===== src/rtl/vga_axi_rd_arb.sv =====
// Two-master AXI4 read arbiter: VGA fetcher (m0) has priority,
// m1 is guaranteed service by a starvation counter.
module vga_axi_rd_arb #(
  parameter int ADDR_WIDTH   = 64,
  parameter int DATA_WIDTH   = 64,
  parameter int STARVE_LIMIT = 4
) (
  input  logic                  clk_a,
  input  logic                  resetn_a,
  input  logic [ADDR_WIDTH-1:0] m0_araddr_i,
  input  logic [1:0]            m0_arburst_i,
  input  logic [7:0]            m0_arlen_i,
  input  logic [2:0]            m0_arsize_i,
  input  logic                  m0_arvalid_i,
  output logic                  m0_arready_o,
  output logic                  m0_rvalid_o,
  output logic [DATA_WIDTH-1:0] m0_rdata_o,
  output logic [1:0]            m0_rresp_o,
  output logic                  m0_rlast_o,
  input  logic                  m0_rready_i,
  input  logic [ADDR_WIDTH-1:0] m1_araddr_i,
  input  logic [1:0]            m1_arburst_i,
  input  logic [7:0]            m1_arlen_i,
  input  logic [2:0]            m1_arsize_i,
  input  logic                  m1_arvalid_i,
  output logic                  m1_arready_o,
  output logic                  m1_rvalid_o,
  output logic [DATA_WIDTH-1:0] m1_rdata_o,
  output logic [1:0]            m1_rresp_o,
  output logic                  m1_rlast_o,
  input  logic                  m1_rready_i,
  output logic [ADDR_WIDTH-1:0] araddr_o,
  output logic [1:0]            arburst_o,
  output logic [7:0]            arlen_o,
  output logic [2:0]            arsize_o,
  output logic                  arvalid_o,
  input  logic                  arready_i,
  input  logic                  rvalid_i,
  input  logic [1:0]            rresp_i,
  input  logic [DATA_WIDTH-1:0] rdata_i,
  output logic                  rready_o,
  output logic                  grant_o,
  output logic                  busy_o,
  output logic [15:0]           err_cnt_o
);

  typedef enum logic [1:0] {IDLE, ADDR, DATA} state_t;

  state_t     state;
  logic [7:0] len;
  logic [7:0] beat_cnt;
  logic [7:0] starve_cnt;

  logic req;
  logic pick1;
  logic arb;
  logic in_data;
  logic sel0;
  logic sel1;
  logic last;
  logic beat;

  assign req   = m0_arvalid_i | m1_arvalid_i;
  assign pick1 = m1_arvalid_i &
                 (~m0_arvalid_i |
                  (starve_cnt == 8'(STARVE_LIMIT)));

  // arready is combinational, so hold it low while reset is asserted
  assign arb          = resetn_a & (state == IDLE) & req;
  assign m0_arready_o = arb & ~pick1;
  assign m1_arready_o = arb & pick1;

  assign in_data  = (state == DATA);
  assign sel0     = in_data & ~grant_o;
  assign sel1     = in_data & grant_o;
  assign last     = (beat_cnt == len);
  assign rready_o = (sel0 & m0_rready_i) |
                    (sel1 & m1_rready_i);
  assign beat     = rvalid_i & rready_o;

  assign m0_rvalid_o = sel0 & rvalid_i;
  assign m0_rdata_o  = sel0 ? rdata_i : '0;
  assign m0_rresp_o  = sel0 ? rresp_i : '0;
  assign m0_rlast_o  = sel0 & last;

  assign m1_rvalid_o = sel1 & rvalid_i;
  assign m1_rdata_o  = sel1 ? rdata_i : '0;
  assign m1_rresp_o  = sel1 ? rresp_i : '0;
  assign m1_rlast_o  = sel1 & last;

  always_ff @(posedge clk_a or negedge resetn_a) begin
    if (!resetn_a) begin
      state      <= IDLE;
      araddr_o   <= '0;
      arburst_o  <= '0;
      arlen_o    <= '0;
      arsize_o   <= '0;
      arvalid_o  <= 1'b0;
      grant_o    <= 1'b0;
      busy_o     <= 1'b0;
      len        <= '0;
      beat_cnt   <= '0;
      starve_cnt <= '0;
    end else begin
      unique case (state)
        IDLE: begin
          if (req) begin
            state     <= ADDR;
            busy_o    <= 1'b1;
            arvalid_o <= 1'b1;
            grant_o   <= pick1;
            araddr_o  <= pick1 ? m1_araddr_i : m0_araddr_i;
            arburst_o <= pick1 ? m1_arburst_i : m0_arburst_i;
            arlen_o   <= pick1 ? m1_arlen_i : m0_arlen_i;
            arsize_o  <= pick1 ? m1_arsize_i : m0_arsize_i;
            len       <= pick1 ? m1_arlen_i : m0_arlen_i;
            if (pick1) begin
              starve_cnt <= '0;
            end else if (m1_arvalid_i &&
                         starve_cnt != 8'(STARVE_LIMIT)) begin
              starve_cnt <= starve_cnt + 8'd1;
            end
          end
        end
        ADDR: begin
          if (arready_i) begin
            arvalid_o <= 1'b0;
            beat_cnt  <= '0;
            state     <= DATA;
          end
        end
        DATA: begin
          if (beat) begin
            beat_cnt <= beat_cnt + 8'd1;
            if (last) begin
              state  <= IDLE;
              busy_o <= 1'b0;
            end
          end
        end
        default: begin
          state     <= IDLE;
          busy_o    <= 1'b0;
          arvalid_o <= 1'b0;
        end
      endcase
    end
  end

  always_ff @(posedge clk_a or negedge resetn_a) begin
    if (!resetn_a) begin
      err_cnt_o <= '0;
    end else if (beat && rresp_i[1] &&
                 err_cnt_o != 16'hFFFF) begin
      err_cnt_o <= err_cnt_o + 16'd1;
    end
  end

endmodule


===== config.mk =====
export PLATFORM = sky130hd
export DESIGN_NAME = vga_axi_rd_arb
export DESIGN_NICKNAME = d
export VERILOG_FILES = /design/src/rtl/vga_axi_rd_arb.sv
export SDC_FILE = /design/constraint.sdc
export NUM_CORES = 1
export LEC_CHECK = 0
export BUFFER_PORTS_ARGS = -buffer_cell sky130_fd_sc_hd__buf_2
export CAP_MARGIN = 20
export CORE_AREA = 5 5 175 177
export CTS_CLUSTER_SIZE = 16
export DETAILED_ROUTE_END_ITERATION = 12
export DIE_AREA = 0 0 180 182
export HOLD_SLACK_MARGIN = 0.15
export MAX_ROUTING_LAYER = met4
export SLEW_MARGIN = 20
export SYNTH_ARGS = -nofsm -noshare
export SYNTH_HDL_FRONTEND = slang
export SYNTH_SLANG_ARGS = --single-unit

===== constraint.sdc =====
create_clock -name clk_a -period 6.4 [get_ports clk_a]
set_input_delay 0.96 -clock clk_a [delete_from_list [all_inputs] [get_ports clk_a]]
set_output_delay 0.96 -clock clk_a [all_outputs]
set_load 0.01 [all_outputs]

# --- Yosys cells after proc, flatten, opt, wreduce, memory -nomap -nowiden ---
# Index checks and enable logic that the tools add are counted.
word_totals:
  inputBits: 228
  register_bits: 114
  output_inout_bits: 235
  wordCells: 82
classes:
  add_sub_neg: 3
  n_reduce_logical: 12
  mux: 24
  n_eq_ne: 10
  bitwise: 22
ops:
  columns: ["cell", "count"]
  rows:
  - ["2-to-1 mux 64 bit", 3]
  - ["2-to-1 mux 8 bit", 5]
  - ["adder 16 x 1 -> 16 bit, second input constant", 1]
  - ["adder 8 x 1 -> 8 bit, second input constant", 2]
  - ["!= test 16 bit, second input constant", 1]
  - ["one-hot mux 8 bit (2 select lines)", 1]
  - ["AND 1 bit", 14]
  - ["2-to-1 mux 2 bit", 7]
  - ["AND reduction 3 bit", 3]
  - ["== test 8 x 3 -> 1 bit, second input constant", 1]
  - ["== test 8 bit", 1]
  - ["!= test 8 x 3 -> 1 bit, second input constant", 1]
  - ["AND reduction 4 bit", 2]
  - ["one-hot mux 1 bit (3 select lines)", 2]
  - ["one-hot mux 2 bit (3 select lines)", 1]
  - ["inverter 1 bit", 5]
  - ["2-to-1 mux 1 bit", 4]
  - ["!= test 2 x 1 -> 1 bit, second input constant", 2]
  - ["!= test 2 bit, second input constant", 2]
  - ["nonzero test 2 bit", 2]
  - ["logical AND 1 bit", 3]
  - ["2-to-1 mux 3 bit", 1]
  - ["OR 1 bit", 3]
  - ["== test 2 x 1 -> 1 bit, second input constant", 1]
  - ["other kinds (3)", 3]

# --- Longest topological paths before layout ---
# Gate-level depths: netlist of the first run.
depth:
  word_depth: 7
  ltp_mapped: 9
  depth_no_buf: 6

# --- Worst setup path before layout of the first run ---
# No wires, ideal clock.
synth_timing:
  path_kind: "input to output"
  startpoint: "input port m1_arvalid_i"
  endpoint: "output port m0_arready_o"
  path_stages: 7
  path_slack_ns: 3.200
  required_ns: 5.440
  path_buffers: 3
  t_arrival_ns: 2.240
  path_cell_list: "clkbuf_1 -> nor2_1 -> nor3_1 -> clkbuf_1 -> clkbuf_1 -> nand2_1 -> nor2_1"
synth_via:
  elab_chain_len: 3
synth_lines:
  columns: ["item", "line", "rtl"]
  rows:
  - ["start: declaration", "25", "input logic m1_arvalid_i,"]
  - ["OR 1 bit or AND 1 bit (tied branches)", "63, 64", null]
  - ["AND 1 bit or inverter 1 bit (tied branches)", "69, 70", null]
  - ["AND 1 bit *", "70", "assign m0_arready_o = arb & ~pick1;"]
  - ["end: declaration", "15", "output logic m0_arready_o,"]
# Every way passes the cells marked *; elsewhere a longest branch is shown, timed or not.

# --- Final worst setup path of the first run ---
# Same ends and word-level chain as after synthesis.

==> results of run 1 <==
==> final cells by class <==
| class | instances | area share [%] |
|---|---|---|
| antenna | 7 | 0.175 |
| clock buffer | 18 | 4.39 |
| clock inverter | 13 | 1.26 |
| inverter | 5 | 0.188 |
| multi-input combinational | 615 | 36.2 |
| sequential | 114 | 28.5 |
| tap | 390 | 4.88 |
| timing repair buffer | 473 | 24.4 |
==> worst paths after layout <==
| kind | start | endpoint | cells after the start | slack, ps |
|---|---|---|---|---|
| setup / recovery | m1_arvalid_i | m0_arready_o | 5 | 2860 |
| hold / removal | resetn_a | araddr_o[12] | 1 | 460 |
| setup reg to reg | starve_cnt[5] | starve_cnt[0] | 5 | 3230 |
| hold reg to reg | araddr_o[52] | araddr_o[52] | 2 | 490 |
| max in group asynchronous | resetn_a | grant_o | 2 | 4940 |
| min in group clk_a | araddr_o[52] | araddr_o[52] | 2 | 490 |
==> metrics by stage <==
stage | hold WS (ps) | utilization [%] | setup slack (ps) | instance area, um^2
floorplan | 489 | - | 3200 | 6810
global placement | 478 | 32.2 | 2830 | 9370
detailed placement | 480 | 32.2 | 2730 | 9370
CTS | 458 | 34.1 | 2690 | 9930
global route | 473 | 34.4 | 2710 | 10000
finish | 457 | 34.4 | 2860 | 10000
==> cell usage in the layout, fill, tap and decap left out, types with 3 or more instances in the layout <==
cell | netlist | final
sky130_fd_sc_hd__a211oi_1 | 7 | 7
sky130_fd_sc_hd__a21oi_1 | 6 | 6
sky130_fd_sc_hd__a22o_1 | 8 | 8
sky130_fd_sc_hd__and2_1 | 74 | 73
sky130_fd_sc_hd__and3_1 | 75 | 75
sky130_fd_sc_hd__buf_2 | 13 | 461
sky130_fd_sc_hd__buf_4 | 2 | 10
sky130_fd_sc_hd__clkbuf_16 | 0 | 17
sky130_fd_sc_hd__clkinv_4 | 0 | 3
sky130_fd_sc_hd__dfrtp_1 | 114 | 113
sky130_fd_sc_hd__diode_2 | 0 | 7
sky130_fd_sc_hd__ha_1 | 4 | 4
sky130_fd_sc_hd__inv_1 | 5 | 5
sky130_fd_sc_hd__inv_6 | 0 | 6
sky130_fd_sc_hd__mux2_2 | 3 | 3
sky130_fd_sc_hd__mux2i_1 | 3 | 3
sky130_fd_sc_hd__nand2_1 | 176 | 176
sky130_fd_sc_hd__nand3_1 | 11 | 11
sky130_fd_sc_hd__nand4_1 | 81 | 81
sky130_fd_sc_hd__nor2_1 | 14 | 13
sky130_fd_sc_hd__nor3_1 | 9 | 8
sky130_fd_sc_hd__nor4_1 | 4 | 4
sky130_fd_sc_hd__o211ai_1 | 78 | 78
sky130_fd_sc_hd__o21ai_0 | 15 | 15
sky130_fd_sc_hd__xnor2_1 | 5 | 5
sky130_fd_sc_hd__xor2_1 | 17 | 17
==> kinds of logic after synthesis <==
group / after synthesis / share of synthesized area (%)
adders and majority gates: 4 / 0.735
DFF: 114 / 41.9
muxes: 6 / 0.936
AOI/OAI and AO/OA: 124 / 13.3
xor gates and xnor gates: 22 / 2.83
and+or+nand+nor: 459 / 35.1
buffers and inverters: 86 / 5.31
==> sequential cells by signal (all words and copies together) (netlist names) <==
name / cells
arburst_o: 2
arvalid_o: 1
len: 8
starve_cnt: 8
araddr_o: 64
state: 2
grant_o: 1
arsize_o: 3
beat_cnt: 8
busy_o: 1
err_cnt_o: 16
==> power breakdown <==
group	total, uW	internal, uW	switching, uW
combinational	1660	661	1000
sequential	1250	993	261
clock	925	550	375
==> layer usage <==
metal / vias to the layer above / track usage [%]
li1: 3756 / -
met1: 3756 / 20.8
met2: 367 / 31.7
met3: 56 / 3.91
met4: 0 / 7.95
met5: - / -
==> results.env, run 1 <==
CTS_SETUP_BUFFERS=0
YOSYS_REGISTER_BITS=114
MOST_PREVALENT_STANDARD_CELL_ON_THE_CRITICAL_PATH='sky130_fd_sc_hd__buf_2'
WORSTSETUPPATHTYPE='primary input to primary output'
POWER.STATIC_LEAKAGE_uW=0.00538
FINAL_MAX_SLEW_VIOL_COUNT=0
SHARE_OF_THE_CLOCK_PERIOD_USED_BY_THE_WORST_PATH_AFTER_LAYOUT_PCT=55.4
POSTSYNTH.ASYNCRESETSHARE_PCT=100
WORST-ENDPOINT-ARRIVAL_PS=2580
PATH_MAX_FANOUT=46
ANTENNA_VIOLATING_NETS_POST_ROUTE=0
START_KIND='primary input'
CLK_PIN_SLEW_WORST_PATHS_PS=70
TIMING.CRITICAL_PATH.MAX_DELAY_FAMILY='buffers and inverters'
REPORT.FINAL.HOLD_VIOL_COUNT=0
TOP_LEVEL_PORTS=463
WORST-SLEW-PIN-TRANSITION_PS=1010
POST-ROUTE-DRC-COUNT=0
FP.DIEAREA_MM2=0.0328
COUNT_OF_UNIQUE_LIBRARY_CELLS_INSTANTIATED_BY_YOSYS=43
CTS_TREE='done'
GRT_PASS1_WL_MM=46.2
CRIT_PATH_END_KIND='primary output'
NUMBER_OF_FLOPS_MAPPED_TO_ENABLE_CELLS_BY_YOSYS=0
GRT_PASS1_VIAS=7760
PORT-BUFFER-COUNT=462
HOLDBUFCOUNTCTS=0
ROOT_BUFFER='sky130_fd_sc_hd__clkbuf_16'
POST-SYNTH-TOP-AREA-CELL='sky130_fd_sc_hd__dfrtp_1'
DR.MAX_LAYER_USED='met4'
LAYOUT_MIN_CYCLE_TIME_PS=3540
CLOCK_SINKS=114
CTS-BUFFERS-INSERTED=17
NETLIST_TOP_CELLS_AREA='sky130_fd_sc_hd__dfrtp_1 42%, sky130_fd_sc_hd__nand2_1 9.7%, sky130_fd_sc_hd__o211ai_1 8.6%'
ROUTE.VIAS.TOTAL=7935
SYNTH.YOSYS.SEQ_AREA_SHARE_PCT=41.9
CORE_AREA_MM2=0.0291
YOSYS.AREA.TOP_TYPE_SHARE_PCT=41.9
GRT.TOTAL_USAGE_PCT=18.5
CRIT_REQUIRED_PS=5440
RUN_STATUS='completed'
CTS-HTREE-LEVELS=4
ROUTE.MET2.WL_MM=15.8
POST-DP-HPWL_MM=24.2
CRITICAL_PATH_BUF_INV_COUNT=3
TOTAL_POWER_uW=3840
FINAL_NETS=1458
TIMING.FMAX_GHz=0.282
SYNTH.TOP_CELLS.BY_COUNT='176 x sky130_fd_sc_hd__nand2_1, 114 x sky130_fd_sc_hd__dfrtp_1, 81 x sky130_fd_sc_hd__nand4_1'
FINALWEIGHTEDCONGESTION=0.886
M1WIRELENGTH_MM=12.2
AVGVIACOUNTPERCELL=4.85
CTS-ROOT-TO-SINK-BUFFERS=2
HOLD_PATH_CLASS='primary input to asynchronous set/reset pin'
FIRSTDRTPASSITERS=4
MULTIINPUTGATEAREA_MM2=0.00362
INITIAL_CORE_UTIL_PCT=23.4
SYNTH_FF_TYPE='sky130_fd_sc_hd__dfrtp_1'
GRT_SETUP_UNREPAIRED='false'
SETUP_VIOL=0
SLEW-LIMIT-HEADROOM_PCT=32.9
CLOCK_LATENCY_PS=420
LARGEST_STAGE_DELAY_ON_THE_CRITICAL_PATH_PS=550
DIE_H_UM=182
FOOTPRINT_OF_THE_FLIP_FLOPS_AND_LATCHES_MM2=0.00285
PWR_CELL_AREA_mW_PER_MM2=384
FINAL_SETUP_SKEW_PS=14.4
WIRELENGTH_MM=31.1
DRIVE_ABOVE_1_SHARE_PCT=41.6
VDD.IR_DROP.WORST_uV=184
GRT_START_MAX_NET_PINS=81
CRITICAL_PATH.CELL_CHAIN='buf_2, buf_4, and2_2, nor2_1, buf_2'
SYNTHESIZED_CELL_AREA_MM2=0.00681
CRITICAL-PATH-SLOWEST-CELL='sky130_fd_sc_hd__buf_4'
FILLERINSTANCES=3056
SYN-MEAN-INSTANCE-AREA_UM2=8.36
FLOORPLAN.DIE.WIDTH_UM=180
WL_MET3_MM=1.89
PLACE_INST=1595
YOSYS.CELL_COUNT.TOP_TYPE='sky130_fd_sc_hd__nand2_1'
SYNTH.YOSYS.WARNINGS=0
MAXCAPVIOLATIONS=0
SETUP_TNS_FINAL_PS=0
DETAILEDROUTE.FIRSTITERATIONVIOLATIONS=372
COUNT_OF_CELLS_RESIZED_BY_POST_CTS_REPAIR=0
NON_FILLER_INSTANCE_COUNT_AFTER_LAYOUT=1635
PLACEMENT_ROWS=63
ROUTEDWLPERCELL_UM=19.0
GLOBALROUTE.TOTALOVERFLOW=0
FLOW.AREA_GROWTH_FROM_SYNTHESIS_PCT=46.8
INITIAL_ANTENNA_VIOLATION_COUNT=15
POSTSYNTHNETCOUNT=1047
POST_SYNTH_INST_COUNT=815
No activity file was read; power rests on OpenSTA's default activity.
==> run 2, diff against run 1 <==
--- a/config.mk
+++ b/config.mk
@@ -7,10 +7,10 @@
 export LEC_CHECK = 0
 export BUFFER_PORTS_ARGS = -buffer_cell sky130_fd_sc_hd__buf_2
 export CAP_MARGIN = 20
-export CORE_AREA = 5 5 175 177
+export CORE_AREA = 5 5 176 178
 export CTS_CLUSTER_SIZE = 16
 export DETAILED_ROUTE_END_ITERATION = 12
-export DIE_AREA = 0 0 180 182
+export DIE_AREA = 0 0 181 183
 export HOLD_SLACK_MARGIN = 0.15
 export MAX_ROUTING_LAYER = met4
 export SLEW_MARGIN = 20
==> constraint.sdc (replaced) <==
create_clock -name clk_a -period 3.7 [get_ports clk_a]
set_input_delay 0.555 -clock clk_a [delete_from_list [all_inputs] [get_ports clk_a]]
set_output_delay 0.555 -clock clk_a [all_outputs]
set_load 0.01 [all_outputs]
==> run 2 against run 1 <==
Against the previous run: first-iteration DRC count rose by 13%; via count fell by 0.57%; worst setup slack got worse by 2200 ps; critical endpoint is now m0_rdata_o[50]; register-to-register slack got worse by 2200 ps; die area rose by 1.1%; largest cell class unchanged.
==> results.env, run 2 (same netlist as run 1, synthesis figures left out) <==
PORT-BUFFER-COUNT=462
HOLD_PATH_CLASS='primary input to flop'
CLOCK_LATENCY_PS=410
LEADING_CELL_TYPES_IN_THE_LAYOUT_FILL_AND_TAPS_EXCLUDED='461 x sky130_fd_sc_hd__buf_2, 176 x sky130_fd_sc_hd__nand2_1, 113 x sky130_fd_sc_hd__dfrtp_1'
POWER.STATIC_LEAKAGE_uW=0.00539
GRT.TOTAL_USAGE_PCT=18.1
CRIT_PATH_END_KIND='primary output'
LAYOUT_MIN_CYCLE_TIME_PS=3090
WORST-SLEW-PIN-TRANSITION_PS=1010
ROUTEDWLPERCELL_UM=18.8
CTS-BUFFERS-INSERTED=17
DIE_H_UM=183
POST-DP-HPWL_MM=24.2
WORST_HOLD_PATH.NUM_CELLS=2
FINAL.HOLD.WORST_SLACK_PS=380
ROUTE.VIAS.TOTAL=7890
CRITICAL-PATH-SLOWEST-CELL='sky130_fd_sc_hd__dfrtp_2'
CTS_SETUP_BUFFERS=0
GRT_START_MAX_NET_PINS=155
MAXCAPVIOLATIONS=0
FINAL_SETUP_SKEW_PS=19.8
LAYOUT_TOP_REGISTERS='araddr_o: 64 flops, err_cnt_o: 16 flops'
CRIT_PATH_END='m0_rdata_o[50]'
DETAILEDROUTE.FIRSTITERATIONVIOLATIONS=421
CTS_TREE='done'
MAX_FLOP_REGISTER='araddr_o'
SHARE_OF_THE_CLOCK_PERIOD_USED_BY_THE_WORST_PATH_AFTER_LAYOUT_PCT=83.5
GRT_PASS1_WL_MM=45.7
FILLERINSTANCES=3183
FINAL_COMMON_CELL='sky130_fd_sc_hd__buf_2'
POSTLAYOUTCELLAREA_MM2=0.0100
CORE_AREA_MM2=0.0292
CLK_PIN_SLEW_WORST_PATHS_PS=60
TIMING.REG2REG.WORST_PATH_DEPTH=4
FLOORPLAN.DIE.WIDTH_UM=181
WORST-ENDPOINT-ARRIVAL_PS=2530
GLOBALROUTE.TOTALOVERFLOW=0
INITIAL_ANTENNA_VIOLATION_COUNT=20
FP.DIEAREA_MM2=0.0331
POST-ROUTE-DRC-COUNT=0
LARGEST_REGISTER_FF_COUNT=64
CTS-HTREE-LEVELS=4
VDD.IR_DROP.WORST_uV=410
SETUP_TNS_FINAL_PS=0
UTILIZATION_PCT=34.3
ROOT_BUFFER='sky130_fd_sc_hd__clkbuf_16'
REPORT.FINAL.HOLD_VIOL_COUNT=0
LARGEST_STAGE_DELAY_ON_THE_CRITICAL_PATH_PS=760
INITIAL_CORE_UTIL_PCT=23.3
TIMING.RR.START='grant_o'
FINAL_NETS=1459
CRITICAL_PATH.CELL_CHAIN='nor2_4, buf_4, and2_1, buf_2'
FIRSTDRTPASSITERS=4
RUN_STATUS='completed'
TIMING.FMAX_GHz=0.324
CRIT_REQUIRED_PS=3140
WORST_CASE_REGISTER_TO_REGISTER_SETUP_SLACK_PS=1070
FINALWEIGHTEDCONGESTION=0.928
SETUP_VIOL=0
PWR_CELL_AREA_mW_PER_MM2=663
FLOW.AREA_GROWTH_FROM_SYNTHESIS_PCT=47.2
CLOCK_SINKS=114
FINAL_MAX_SLEW_VIOL_COUNT=0
HOLD_PATH.STARTPOINT='arready_i'
WIRELENGTH_MM=30.8
ANTENNA_VIOLATING_NETS_POST_ROUTE=0
STARTPOINT='grant_o'
TOP_LEVEL_PORTS=463
PATH_MAX_FANOUT=73
WORSTSETUPPATHTYPE='flop to primary output'
DRIVE_ABOVE_1_SHARE_PCT=41.6
AVGVIACOUNTPERCELL=4.81
WORST_REG2REG_ENDPOINT='err_cnt_o[13]'
START_KIND='flop'
GRT_SETUP_UNREPAIRED='false'
PLACED_AREA_MM2=0.00942
PLACEMENT_ROWS=63
GRT_PASS1_VIAS=7835
SLEW-LIMIT-HEADROOM_PCT=32.7
CTS-ROOT-TO-SINK-BUFFERS=2
==> run 2: cell types whose count changed in the layout (fill, tap and decap cells not counted), sizes merged <==
cell and delta:
clkinvlp +2, clkinv -4, dlygate4sd3 +1, diode +2, inv +3
==> run 2: per-stage QoR <==
step / setup slack [ps] / instances / total power [uW]
after global routing: 375 / 1639 / 7170
final: 611 / 1639 / 6650
after floorplan: 1280 / 815 / 3790
after CTS: 527 / 1630 / 6770
after global placement: 1050 / 1597 / 5030
after detailed placement: 980 / 1597 / 5090
==> run 2: repair_timing <==
item | in CTS | in global routing
hold endpoints to repair | 25 | 0
gates resized for setup | 0 | 0
hold buffers | 1 | 0
==> run 2: area by class of cell <==
class	instances	area (um^2)	area share, %
Multi-Input combinational cell	615	3620	36.1
Sequential cell	114	2850	28.4
Timing Repair Buffer	474	2440	24.4
Tap cell	390	488	4.86
Clock buffer	18	439	4.38
Clock inverter	14	144	1.43
Antenna cell	9	22.5	0.224
Inverter	5	18.8	0.187
==> run 2: worst min path at each step <==
stage | end | slack (ps)
3_3_place_gp | araddr_o[25] | 480
5_1_grt | state[0] | 370
4_1_cts | state[0] | 350
3_5_place_dp | araddr_o[36] | 480
6_report | state[0] | 380
2_1_floorplan | araddr_o[0] | 260
==> run 2: worst max-delay path: cells and delay by family, from the launching register on <==
family | cells | cell delay, ps
DFF | 1 | 760
buffers and inverters | 2 | 480
and+or+nand+nor | 2 | 870
==> run 2: routing by layer <==
layer  GRT usage [%]  share of wire (%)  vias to the layer above
li1                -                  -                     3754
met1            20.2                 38                     3703
met2            32.1                 52                      373
met3            3.35                6.3                       60
met4            7.33                3.7                        0
met5               -                  0                        -
==> run 2: power by group <==
| group | internal, uW | total, uW | switching [uW] |
|---|---|---|---|
| Combinational | 1130 | 2850 | 1720 |
| Sequential | 1720 | 2150 | 437 |
| Clock | 967 | 1650 | 681 |
